==> config.mk <==
export PLATFORM = sky130hd
export DESIGN_NAME = ir_queue_flat
export DESIGN_NICKNAME = d
export VERILOG_FILES = /design/src/rtl/rv32i_types.sv /design/src/rtl/ir_queue_if.sv /design/src/rtl/ir_decode.sv /design/src/rtl/ir_queue.sv /design/src/flat_wrapper.sv
export SDC_FILE = /design/constraint.sdc
export NUM_CORES = 1
export LEC_CHECK = 0
export ABC_AREA = 1
export BUFFER_PORTS_ARGS = -buffer_cell sky130_fd_sc_hd__buf_2
export CORE_AREA = 2 2 166 168
export CTS_BUF_LIST = sky130_fd_sc_hd__clkbuf_4 sky130_fd_sc_hd__clkbuf_8 sky130_fd_sc_hd__clkbuf_16
export DETAILED_ROUTE_END_ITERATION = 7
export DIE_AREA = 0 0 168 170
export GPL_TIMING_DRIVEN = 0
export PLACE_DENSITY = 0.76
export SETUP_SLACK_MARGIN = 0.2
export SYNTH_ARGS = -nofsm -noshare
export SYNTH_HDL_FRONTEND = slang
export SYNTH_SLANG_ARGS = --single-unit
==> constraint.sdc <==
create_clock -name clk -period 9.2 [get_ports clk]
set_input_delay 1.84 -clock clk [delete_from_list [all_inputs] [get_ports clk]]
set_output_delay 1.84 -clock clk [all_outputs]
set_load 0.01 [all_outputs]
==> src/rtl/rv32i_types.sv <==
// Shared RV32I types: base opcode enum and the architectural word type.
package rv32i_types;

  typedef logic [31:0] rv32i_word;

  typedef enum logic [6:0] {
    OpLoad    = 7'b0000011,
    OpMiscMem = 7'b0001111,
    OpImm     = 7'b0010011,
    OpAuipc   = 7'b0010111,
    OpStore   = 7'b0100011,
    OpReg     = 7'b0110011,
    OpLui     = 7'b0110111,
    OpBranch  = 7'b1100011,
    OpJalr    = 7'b1100111,
    OpJal     = 7'b1101111,
    OpSystem  = 7'b1110011
  } rv32i_opcode;

  function automatic rv32i_word sext12(input logic [11:0] v);
    return {{20{v[11]}}, v};
  endfunction

endpackage

==> src/rtl/ir_queue_if.sv <==
// Fetch/decode handshake bundle for ir_queue; master is the fetch/decode side,
// slave is the queue itself.
interface ir_queue_if
  import rv32i_types::*;
#(
  parameter int unsigned DEPTH = 4
) ();

  localparam int unsigned CNT_W = $clog2(DEPTH + 1);

  logic             flush;
  logic             in_valid;
  logic             in_ready;
  rv32i_word        in_inst;
  rv32i_word        in_pc;
  logic             out_valid;
  logic             out_ready;
  rv32i_word        out_pc;
  rv32i_opcode      opcode;
  logic [2:0]       funct3;
  logic [6:0]       funct7;
  logic [4:0]       rs1;
  logic [4:0]       rs2;
  logic [4:0]       rd;
  rv32i_word        i_imm;
  rv32i_word        s_imm;
  rv32i_word        b_imm;
  rv32i_word        u_imm;
  rv32i_word        j_imm;
  logic [CNT_W-1:0] count;

  modport master (
    output flush, in_valid, in_inst, in_pc, out_ready,
    input  in_ready, out_valid, out_pc, opcode, funct3, funct7, rs1, rs2, rd,
    input  i_imm, s_imm, b_imm, u_imm, j_imm, count
  );

  modport slave (
    input  flush, in_valid, in_inst, in_pc, out_ready,
    output in_ready, out_valid, out_pc, opcode, funct3, funct7, rs1, rs2, rd,
    output i_imm, s_imm, b_imm, u_imm, j_imm, count
  );

endinterface

==> src/rtl/ir_decode.sv <==
// Combinational RV32I field and immediate extractor; reusable by later stages.
module ir_decode
  import rv32i_types::*;
(
  input  rv32i_word   inst,
  output rv32i_opcode opcode,
  output logic [2:0]  funct3,
  output logic [6:0]  funct7,
  output logic [4:0]  rs1,
  output logic [4:0]  rs2,
  output logic [4:0]  rd,
  output rv32i_word   i_imm,
  output rv32i_word   s_imm,
  output rv32i_word   b_imm,
  output rv32i_word   u_imm,
  output rv32i_word   j_imm
);

  always_comb begin
    opcode = rv32i_opcode'(inst[6:0]);
    funct3 = inst[14:12];
    funct7 = inst[31:25];
    rs1    = inst[19:15];
    rs2    = inst[24:20];
    rd     = inst[11:7];
    i_imm  = sext12(inst[31:20]);
    s_imm  = sext12({inst[31:25], inst[11:7]});
    b_imm  = {{19{inst[31]}}, inst[31], inst[7], inst[30:25], inst[11:8], 1'b0};
    u_imm  = {inst[31:12], 12'h000};
    j_imm  = {{11{inst[31]}}, inst[31], inst[19:12], inst[20], inst[30:21], 1'b0};
  end

endmodule

==> src/rtl/ir_queue.sv <==
// DEPTH-entry instruction FIFO between fetch and decode with head-entry decode.
// Define IR_QUEUE_BYPASS_EN to forward in_inst/in_pc combinationally when empty.
module ir_queue
  import rv32i_types::*;
#(
  parameter int unsigned DEPTH = 4
) (
  input logic     clk,
  input logic     rst,
  ir_queue_if.slave bus
);

  localparam int unsigned CNT_W = $clog2(DEPTH + 1);
  localparam int unsigned PTR_W = $clog2(DEPTH);

  rv32i_word        mem_inst_q [DEPTH];
  rv32i_word        mem_pc_q   [DEPTH];
  logic [PTR_W-1:0] rd_ptr_q, rd_ptr_d;
  logic [PTR_W-1:0] wr_ptr_q, wr_ptr_d;
  logic [CNT_W-1:0] count_q, count_d;

  logic      empty, full, bypass, enq, deq;
  rv32i_word head_inst;

  assign empty = (count_q == '0);
  assign full  = (count_q == CNT_W'(DEPTH));

`ifdef IR_QUEUE_BYPASS_EN
  assign bypass = empty && bus.in_valid && !bus.flush;
`else
  assign bypass = 1'b0;
`endif

  assign bus.in_ready  = !full;
  assign bus.out_valid = !empty || bypass;
  assign bus.count     = count_q;

  // A bypassed word taken by decode this cycle never enters storage.
  assign enq = bus.in_valid && !full && !(bypass && bus.out_ready);
  assign deq = !empty && bus.out_ready;

  assign head_inst  = bypass ? bus.in_inst : mem_inst_q[rd_ptr_q];
  assign bus.out_pc = bypass ? bus.in_pc : mem_pc_q[rd_ptr_q];

  always_comb begin
    rd_ptr_d = rd_ptr_q;
    wr_ptr_d = wr_ptr_q;
    count_d  = count_q;
    if (bus.flush) begin
      rd_ptr_d = '0;
      wr_ptr_d = '0;
      count_d  = '0;
    end else begin
      if (enq) wr_ptr_d = wr_ptr_q + PTR_W'(1);
      if (deq) rd_ptr_d = rd_ptr_q + PTR_W'(1);
      unique case ({enq, deq})
        2'b10:   count_d = count_q + CNT_W'(1);
        2'b01:   count_d = count_q - CNT_W'(1);
        default: count_d = count_q;
      endcase
    end
  end

  always_ff @(posedge clk or posedge rst) begin
    if (rst) begin
      rd_ptr_q <= '0;
      wr_ptr_q <= '0;
      count_q  <= '0;
      for (int i = 0; i < DEPTH; i++) begin
        mem_inst_q[i] <= '0;
        mem_pc_q[i]   <= '0;
      end
    end else begin
      rd_ptr_q <= rd_ptr_d;
      wr_ptr_q <= wr_ptr_d;
      count_q  <= count_d;
      if (enq && !bus.flush) begin
        mem_inst_q[wr_ptr_q] <= bus.in_inst;
        mem_pc_q[wr_ptr_q]   <= bus.in_pc;
      end
    end
  end

  ir_decode u_decode (
    .inst   (head_inst),
    .opcode (bus.opcode),
    .funct3 (bus.funct3),
    .funct7 (bus.funct7),
    .rs1    (bus.rs1),
    .rs2    (bus.rs2),
    .rd     (bus.rd),
    .i_imm  (bus.i_imm),
    .s_imm  (bus.s_imm),
    .b_imm  (bus.b_imm),
    .u_imm  (bus.u_imm),
    .j_imm  (bus.j_imm)
  );

endmodule
==> src/flat_wrapper.sv <==
// flat-port wrapper written by rule: the top's interface ports become plain ports
module ir_queue_flat import rv32i_types::*;
#(
  parameter int unsigned DEPTH = 4
)
  (clk, rst, bus_flush, bus_in_valid, bus_in_inst, bus_in_pc, bus_out_ready, bus_in_ready, bus_out_valid, bus_out_pc, bus_opcode, bus_funct3, bus_funct7, bus_rs1, bus_rs2, bus_rd, bus_i_imm, bus_s_imm, bus_b_imm, bus_u_imm, bus_j_imm, bus_count);
  ir_queue_if #(.DEPTH(DEPTH)) bus_i ();
  input logic clk;
  input logic rst;
  input wire logic [$bits(bus_i.flush)-1:0] bus_flush;
  input wire logic [$bits(bus_i.in_valid)-1:0] bus_in_valid;
  input wire logic [$bits(bus_i.in_inst)-1:0] bus_in_inst;
  input wire logic [$bits(bus_i.in_pc)-1:0] bus_in_pc;
  input wire logic [$bits(bus_i.out_ready)-1:0] bus_out_ready;
  output wire logic [$bits(bus_i.in_ready)-1:0] bus_in_ready;
  output wire logic [$bits(bus_i.out_valid)-1:0] bus_out_valid;
  output wire logic [$bits(bus_i.out_pc)-1:0] bus_out_pc;
  output wire logic [$bits(bus_i.opcode)-1:0] bus_opcode;
  output wire logic [$bits(bus_i.funct3)-1:0] bus_funct3;
  output wire logic [$bits(bus_i.funct7)-1:0] bus_funct7;
  output wire logic [$bits(bus_i.rs1)-1:0] bus_rs1;
  output wire logic [$bits(bus_i.rs2)-1:0] bus_rs2;
  output wire logic [$bits(bus_i.rd)-1:0] bus_rd;
  output wire logic [$bits(bus_i.i_imm)-1:0] bus_i_imm;
  output wire logic [$bits(bus_i.s_imm)-1:0] bus_s_imm;
  output wire logic [$bits(bus_i.b_imm)-1:0] bus_b_imm;
  output wire logic [$bits(bus_i.u_imm)-1:0] bus_u_imm;
  output wire logic [$bits(bus_i.j_imm)-1:0] bus_j_imm;
  output wire logic [$bits(bus_i.count)-1:0] bus_count;
  assign bus_i.flush = bus_flush;
  assign bus_i.in_valid = bus_in_valid;
  assign bus_i.in_inst = bus_in_inst;
  assign bus_i.in_pc = bus_in_pc;
  assign bus_i.out_ready = bus_out_ready;
  assign bus_in_ready = bus_i.in_ready;
  assign bus_out_valid = bus_i.out_valid;
  assign bus_out_pc = bus_i.out_pc;
  assign bus_opcode = bus_i.opcode;
  assign bus_funct3 = bus_i.funct3;
  assign bus_funct7 = bus_i.funct7;
  assign bus_rs1 = bus_i.rs1;
  assign bus_rs2 = bus_i.rs2;
  assign bus_rd = bus_i.rd;
  assign bus_i_imm = bus_i.i_imm;
  assign bus_s_imm = bus_i.s_imm;
  assign bus_b_imm = bus_i.b_imm;
  assign bus_u_imm = bus_i.u_imm;
  assign bus_j_imm = bus_i.j_imm;
  assign bus_count = bus_i.count;
  ir_queue #(.DEPTH(DEPTH)) u_core (.clk(clk), .rst(rst), .bus(bus_i));
endmodule
==> results of run 1 <==
-- cells in the mapped netlist (all sizes together) --
cell type / number
o22ai: 64
inv: 74
o21ai: 387
xnor2: 1
nand3b: 1
fa: 1
a21oi: 3
buf: 218
conb: 1
dfrtp: 263
nand2: 279
nand3: 4
ha: 4
nor2: 131
clkbuf: 40
-- metal layers --
layer / GRT usage / part of all wire
met5: 0 / 0
met4: 0.0767 / 0.027
met3: 0.0400 / 0.083
met2: 0.449 / 0.49
met1: 0.331 / 0.40
-- area by class of cell --
class | instances | area share
flip-flops and latches | 263 | 0.413
multi-input cells | 889 | 0.259
plain buffers | 258 | 0.125
repair buffers | 291 | 0.0993
clock buffers | 44 | 0.0561
well taps | 341 | 0.0268
inverters | 74 | 0.0177
clock inverters | 6 | 0.00384
-- worst max-delay path: cells and delay by family (launching register included) --
family / cells / cell delay, ns
flip-flops: 1 / 0.35
AO/OA/AOI/OAI: 2 / 0.96
buffers and inverters: 5 / 1.50
-- per-stage QoR --
step / hold WS [ns] / cells / util / power [mW]
3_5_place_dp: 0.468 / 2116 / 0.562 / 5.07
4_1_cts: 0.482 / 2166 / 0.598 / 6.22
6_report: 0.478 / 2166 / 0.598 / 6.21
2_1_floorplan: 0.448 / 1484 / - / 3.96
5_1_grt: 0.504 / 2166 / 0.598 / 6.63
3_3_place_gp: 0.461 / 2108 / 0.556 / 5.05
-- path summary, 6_finish.rpt --
check                                                 from                                 to  slack [ns]  depth (start not counted)
min in group asynchronous                              rst  u_core.mem_inst_q[71]$_DFFE_PP0P_        1.31                          2
hold reg to reg            u_core.mem_pc_q[83]$_DFFE_PP0P_    u_core.mem_pc_q[83]$_DFFE_PP0P_        0.48                          2
hold / removal             u_core.mem_pc_q[83]$_DFFE_PP0P_    u_core.mem_pc_q[83]$_DFFE_PP0P_        0.48                          2
setup reg to reg           u_core.bus.count[1]$_DFFE_PP0P_    u_core.bus.count[2]$_DFFE_PP0P_        7.24                         11
max in group asynchronous                              rst   u_core.mem_pc_q[101]$_DFFE_PP0P_        6.78                          5
setup / recovery            u_core.rd_ptr_q[1]$_DFFE_PP0P_                      bus_j_imm[26]        3.99                          7
-- where the power goes --
group	switching (mW)	total (mW)	leakage, nW	internal (mW)
sequential	0.257	1.89	3.37	1.64
clock	0.460	1.15	0.480	0.692
combinational	1.66	3.16	4.58	1.50
-- logic make-up after synthesis --
logic type / Yosys count
compound gates: 454
xor+xnor: 1
fa+ha+maj: 5
buf+inv: 332
flops: 263
other cells: 1
simple gates: 415
-- flip-flops by register name (all words and copies together), names as in the netlist --
register / flops
u_core.bus.count: 3
u_core.mem_inst_q: 128
u_core.mem_pc_q: 128
u_core.rd_ptr_q: 2
u_core.wr_ptr_q: 2
==> summary.json, run 1 <==
{
  "status": "finished clean",
  "max_clock_freq_ghz": 0.192,
  "netlist_cell_types": 23,
  "layout.area.seq_um2": 6580,
  "post_synth_main_area_contributors": "sky130_fd_sc_hd__dfrtp_1 51%, sky130_fd_sc_hd__o21ai_0 13%, sky130_fd_sc_hd__buf_4 9.5%, sky130_fd_sc_hd__nand2_1 7.9%, sky130_fd_sc_hd__buf_6 4.2%",
  "critical_path.max_stage_delay_ns": 0.69,
  "crit_path_end_kind": "output port",
  "placement_rows": 60,
  "synth_top_family_by_area": "compound AO/OA/AOI/OAI gates",
  "timing.max_slew.rel_slack": 0.384,
  "layout_min_cycle_time_ns": 5.21,
  "die_w_um": 168,
  "max_cap_viol_count": 0,
  "cp_max_fo": 48,
  "placement.setup.worst_slack_ns": 4.59,
  "i_o_pins": 298,
  "instance_area_at_placement_um2": 15000,
  "rsz0062_at_grt": "false",
  "cts_tree": "yes",
  "crit_arrival_ns": 3.37,
  "final_hold_viol_count": 0,
  "h-tree-depth": 1,
  "adder_and_majority_gate_portion_of_the_synthesized_area": 0.00543,
  "post-dp-hpwl_um": 26300,
  "grt_remaining_overflow": 0,
  "min_period_over_period": 0.566,
  "insertedDiodeCount": 0,
  "initial_utilization": 0.485,
  "maximum_count_of_clock_buffers_along_a_single_path": 3,
  "number_of_cts_inserted_buffers": 28,
  "cellPowerDensity_nw_per_um2": 389,
  "pin_count_of_the_biggest_net_entering_global_routing": 49,
  "route.detailed.drc": 0,
  "layout_commonest_cell": "sky130_fd_sc_hd__o21ai_0",
  "setup_slack_ns": 3.99,
  "clock_tree.root_cell": "sky130_fd_sc_hd__clkbuf_16",
  "totalNegativeSetupSlack_ns": 0,
  "setup.worst_path.start_class": "flip-flop",
  "clock_transition_time_at_the_flip_flop_clock_pins_of_the_worst_setup_and_hold_paths_ns": 0.06,
  "post_cts_hold_buffer_count": 0,
  "postSynthRegisterBits": 263,
  "dieArea_um2": 28600,
  "post_synth_mux_area_share": 0,
  "multi_input_comb_area_um2": 4130,
  "power.ir.vdd_worst_mv": 0.189,
  "cts_resized": 0,
  "dieHeight_um": 170,
  "drtPass1Iterations": 5,
  "antenna_violations_before_repair": 0,
  "timing.critical_path.mode_cell": "sky130_fd_sc_hd__clkbuf_1",
  "synth_compound_gate_area_share": 0.182,
  "crit_path_top_delay_cell": "sky130_fd_sc_hd__o22ai_4",
  "post_synth_inst_count": 1471,
  "grt_pass1_vias": 10800,
  "n_fill_cell": 2360,
  "power.leakage_nw": 8.43,
  "route.antenna.remaining_nets": 0,
  "postcts_setup_bufs": 0,
  "drive_above_1_share": 0.313,
  "routed_wire_length_per_instance_um": 17.2,
  "globalplace.congestion": 0.837,
  "crit_chain": "clkbuf_1, clkbuf_1, o21ai_0, o22ai_4, buf_12, buf_4, buf_2",
  "layout.nets": 1879,
  "hold_path_class": "flip-flop to flip-flop",
  "design.core.area_um2": 26700,
  "cp_data_required_time_ns": 7.36,
  "finalInstanceArea_um2": 15900,
  "synth-xor-area-share": 0.000678,
  "syn_avg_cell_area_um2": 8.78,
  "placement.io_buffers": 283,
  "timing.final.setup_violations": 0,
  "drt-initial-drc-count": 878,
  "routed_wl_um": 37200,
  "post-synth-top-area-cell": "sky130_fd_sc_hd__dfrtp_1",
  "report.final.slew_viol_count": 0,
  "synth-seq-area-share": 0.510,
  "final_cell_mix": "341 x sky130_fd_sc_hd__o21ai_0, 287 x sky130_fd_sc_hd__buf_2, 273 x sky130_fd_sc_hd__nand2_1",
  "post-synth-top-area-fraction": 0.510,
  "clock_sink_count": 263,
  "synthSimpleGateAreaFrac": 0.126,
  "grt_pass1_wl_um": 57900,
  "mappedNetlistArea_um2": 12900,
  "detailed_route_via_count": 11300,
  "ys.warnings.count": 0,
  "worst_slew_pin_slew_ns": 0.924,
  "finClkSkew_ns": 0.00705,
  "grt_usage": 0.257,
  "clk-insertion-delay-late_ns": 0.54,
  "vias_per_cell": 5.20,
  "areaGrowthSynthToFinish_pct": 23.5,
  "worstSetupPathType": "flip-flop to output port"
}
(Power assumes the default switching activity.)
==> run 2, diff against run 1 <==
Clock period 9.2 ns to 4.7 ns, I/O delays scaled along.
==> run 2 against run 1 <==
Global-route usage is 0.22 points lower. Clock power is 100% higher. Combinational power is 98% higher. Wire length is 1.0% higher. Cell area is 0.32% higher. Critical path type unchanged. Highest routed layer unchanged.
==> summary.json, run 2 (synthesis results as in run 1) <==
{
  "cp_max_fo": {"value": 14, "change": "-71%"},
  "number_of_cts_inserted_buffers": {"value": 27, "change": "-3.6%"},
  "setup_slack": {"value": 0.354, "unit": "ns", "change": "-3.64 ns"},
  "initial_utilization": {"value": 0.485, "change": "unchanged"},
  "insertedDiodeCount": {"value": 0, "change": "unchanged"},
  "detailed_route_via_count": {"value": 11400, "change": "+0.84%"},
  "min_period_over_period": 0.925,
  "timing.final.setup_violations": {"value": 0, "change": "unchanged"},
  "cellPowerDensity": {"value": 768, "unit": "nW/um^2", "change": "+97%"},
  "power.share.clock": {"value": 0.188, "change": "+0.002"},
  "power.ir.vdd_worst": {"value": 0.451, "unit": "mV", "change": "+140%"},
  "placement.setup.worst_slack": {"value": 0.947, "unit": "ns", "change": "-3.64 ns"},
  "maximum_count_of_clock_buffers_along_a_single_path": {"value": 3, "change": "unchanged"},
  "grt_use_met1": {"value": 0.324, "change": "-0.00747"},
  "regToRegSetupSlack": {"value": 2.73, "unit": "ns", "change": "-4.51 ns"},
  "die_w": {"value": 168, "unit": "um", "change": "unchanged"},
  "ff2ff_path_depth": {"value": 11, "change": "unchanged"},
  "route.antenna.remaining_nets": {"value": 0, "change": "unchanged"},
  "i_o_pins": {"value": 298, "change": "unchanged"},
  "dieHeight": {"value": 170, "unit": "um", "change": "unchanged"},
  "drt-initial-drc-count": {"value": 1084, "change": "+23%"},
  "n_fill_cell": {"value": 2335, "change": "-1.1%"},
  "max_clock_freq_ghz": 0.230,
  "crit_arrival": {"value": 3.41, "unit": "ns", "change": "+0.04 ns"},
  "finClkSkew": {"value": 0.0172, "unit": "ns", "change": "+0.0101 ns"},
  "final_hold_viol_count": {"value": 0, "change": "unchanged"},
  "pin_count_of_the_biggest_net_entering_global_routing": {"value": 49, "change": "unchanged"},
  "cp_data_required_time": {"value": 3.76, "unit": "ns", "change": "-3.60 ns"},
  "finalInstanceArea": {"value": 16000, "unit": "um^2", "change": "+0.32%"},
  "vias_per_cell": {"value": 5.24, "change": "+0.70%"},
  "switching_share": {"value": 0.383, "change": "about the same"},
  "multi_input_comb_area": {"value": 4140, "unit": "um^2", "change": "+0.30%"},
  "grt_util_met3": {"value": 0.0440, "change": "+0.00395"},
  "top_usage_layer": "met2",
  "h-tree-depth": {"value": 1, "change": "unchanged"},
  "drive_above_1_share": {"value": 0.314, "change": "+0.00113"},
  "timing.rr.start": "u_core.bus.count[0]$_DFFE_PP0P_",
  "r2r_end": "u_core.bus.count[2]$_DFFE_PP0P_",
  "worstSetupPathType": "flip-flop to output port",
  "power_frac_comb": {"value": 0.510, "change": "about the same"},
  "route.detailed.drc": {"value": 0, "change": "unchanged"},
  "timing.critical_path.buf_inv": {"value": 4, "change": "-1"},
  "final_cell_mix": "341 x sky130_fd_sc_hd__o21ai_0, 287 x sky130_fd_sc_hd__buf_2, 273 x sky130_fd_sc_hd__nand2_1",
  "routed_wl": {"value": 37600, "unit": "um", "change": "+1.0%"},
  "instance_area_at_placement": {"value": 15000, "unit": "um^2", "change": "about the same"},
  "cts_resized": {"value": 0, "change": "unchanged"},
  "dieArea": {"value": 28600, "unit": "um^2", "change": "unchanged"},
  "report.final.slew_viol_count": {"value": 0, "change": "unchanged"},
  "clock_transition_time_at_the_flip_flop_clock_pins_of_the_worst_setup_and_hold_paths": {"value": 0.06, "unit": "ns", "change": "about the same"},
  "worst_slew_pin_slew": {"value": 0.985, "unit": "ns", "change": "+0.0611 ns"},
  "crit_path_top_delay_cell": "sky130_fd_sc_hd__o22ai_2",
  "post_cts_hold_buffer_count": {"value": 0, "change": "unchanged"},
  "layout_min_cycle_time_ns": 4.35,
  "critical_path.top_delay_family": "buffers and inverters",
  "clock_sink_count": {"value": 263, "change": "unchanged"},
  "design.core.area": {"value": 26700, "unit": "um^2", "change": "unchanged"},
  "crit_chain": "clkbuf_1, clkbuf_1, o21ai_0, o22ai_2, buf_4, buf_2",
  "grt_pass1_vias": {"value": 10700, "change": "-0.93%"},
  "hold_path_class": "input pin to async pin",
  "status": "finished clean",
  "placedCellCount": {"value": 2116, "change": "unchanged"},
  "grt_pass1_wl": {"value": 57400, "unit": "um", "change": "-0.92%"},
  "clk-insertion-delay-late": {"value": 0.54, "unit": "ns", "change": "about the same"},
  "rsz0062_at_grt": "true",
  "finalPower": {"value": 12.3, "unit": "mW", "change": "+98%"},
  "layout_commonest_cell": "sky130_fd_sc_hd__o21ai_0",
  "areaGrowthSynthToFinish_pct": 23.9,
  "post-dp-hpwl": {"value": 26200, "unit": "um", "change": "-0.31%"},
  "power.internal": {"value": 7.58, "unit": "mW", "change": "+98%"},
  "critical_path.max_stage_delay": {"value": 0.68, "unit": "ns", "change": "about the same"},
  "max_cap_viol_count": {"value": 0, "change": "unchanged"},
  "global_route.usage.met2": {"value": 0.432, "change": "-0.0174"},
  "postcts_setup_bufs": {"value": 0, "change": "unchanged"},
  "antenna_violations_before_repair": {"value": 0, "change": "unchanged"},
  "routed_wire_length_per_instance": {"value": 17.3, "unit": "um", "change": "+0.86%"},
  "power.leakage": {"value": 8.45, "unit": "nW", "change": "+0.22%"},
  "grt_usage": {"value": 0.255, "change": "-0.00217"},
  "timing.max_slew.rel_slack": {"value": 0.343, "change": "-0.0407"},
  "globalplace.congestion": {"value": 0.871, "change": "+4.0%"},
  "timing.critical_path.mode_cell": "sky130_fd_sc_hd__clkbuf_1",
  "utilization": {"value": 0.600, "change": "+0.00192"},
  "p_sw": {"value": 4.71, "unit": "mW", "change": "+98%"},
  "placement.io_buffers": {"value": 283, "change": "unchanged"},
  "layoutNonFillerInstCount": {"value": 2169, "change": "+0.14%"},
  "layout.nets": {"value": 1881, "change": "+0.11%"},
  "clock_tree.root_cell": "sky130_fd_sc_hd__clkbuf_16",
  "cts_tree": "yes",
  "setup.worst_path.start_class": "flip-flop",
  "crit_path_end_kind": "output port",
  "grt_remaining_overflow": {"value": 0, "change": "unchanged"},
  "layout.area.seq": {"value": 6580, "unit": "um^2", "change": "unchanged"},
  "power.share.sequential": {"value": 0.301, "change": "-0.004"},
  "placement_rows": {"value": 60, "change": "unchanged"},
  "drtPass1Iterations": {"value": 5, "change": "unchanged"}
}
## run 2: layout make-up
type	count	share of cell area
buffer	258	0.124
clock buffer	37	0.0501
clock inverter	13	0.0109
inverter	74	0.0176
multi-input combinational	890	0.259
sequential	263	0.411
tap	341	0.0267
timing repair buffer	293	0.100
## run 2: tightest hold or removal path: cells and delay by family
kind                   cells  cell delay (ns)
buffers and inverters      3             0.42
## run 2: power by group through the flow
stage	sequential (mW)	combinational, mW	clock [mW]
floorplan	3.60	4.08	0
global placement	3.68	6.15	0
detailed placement	3.71	6.22	0
CTS	3.68	6.25	2.33
global route	3.80	6.85	2.43
finish	3.70	6.27	2.31
## run 2: per-layer routing
layer / routed length (um) / share of wire / vias to the layer above
li1: - / - / 5326
met1: 14500 / 0.38 / 5365
met2: 18200 / 0.48 / 582
met3: 3480 / 0.092 / 94
met4: 1510 / 0.040 / 0
met5: 0 / 0 / -
## run 2: through the flow
step | setup TNS, ns | hold slack [ns]
6_report | 0 | 0.464
5_1_grt | 0 | 0.491
4_1_cts | 0 | 0.468
3_5_place_dp | 0 | 0.468
3_3_place_gp | -305.88 | 0.460
2_1_floorplan | 0 | 0.448
## run 2: how the worst max path moves through the flow
stage	start	endpoint	slack, ns	cells after the start
floorplan	rst	u_core.bus.count[0]$_DFFE_PP0P_	0.29	1
global placement	rst	u_core.mem_pc_q[107]$_DFFE_PP0P_	-1.15	2
detailed placement	u_core.rd_ptr_q[1]$_DFFE_PP0P_	bus_s_imm[27]	0.95	7
CTS	u_core.rd_ptr_q[1]$_DFFE_PP0P_	bus_s_imm[27]	0.38	7
global route	u_core.rd_ptr_q[1]$_DFFE_PP0P_	bus_i_imm[31]	0.19	6
finish	u_core.rd_ptr_q[1]$_DFFE_PP0P_	bus_i_imm[31]	0.35	6
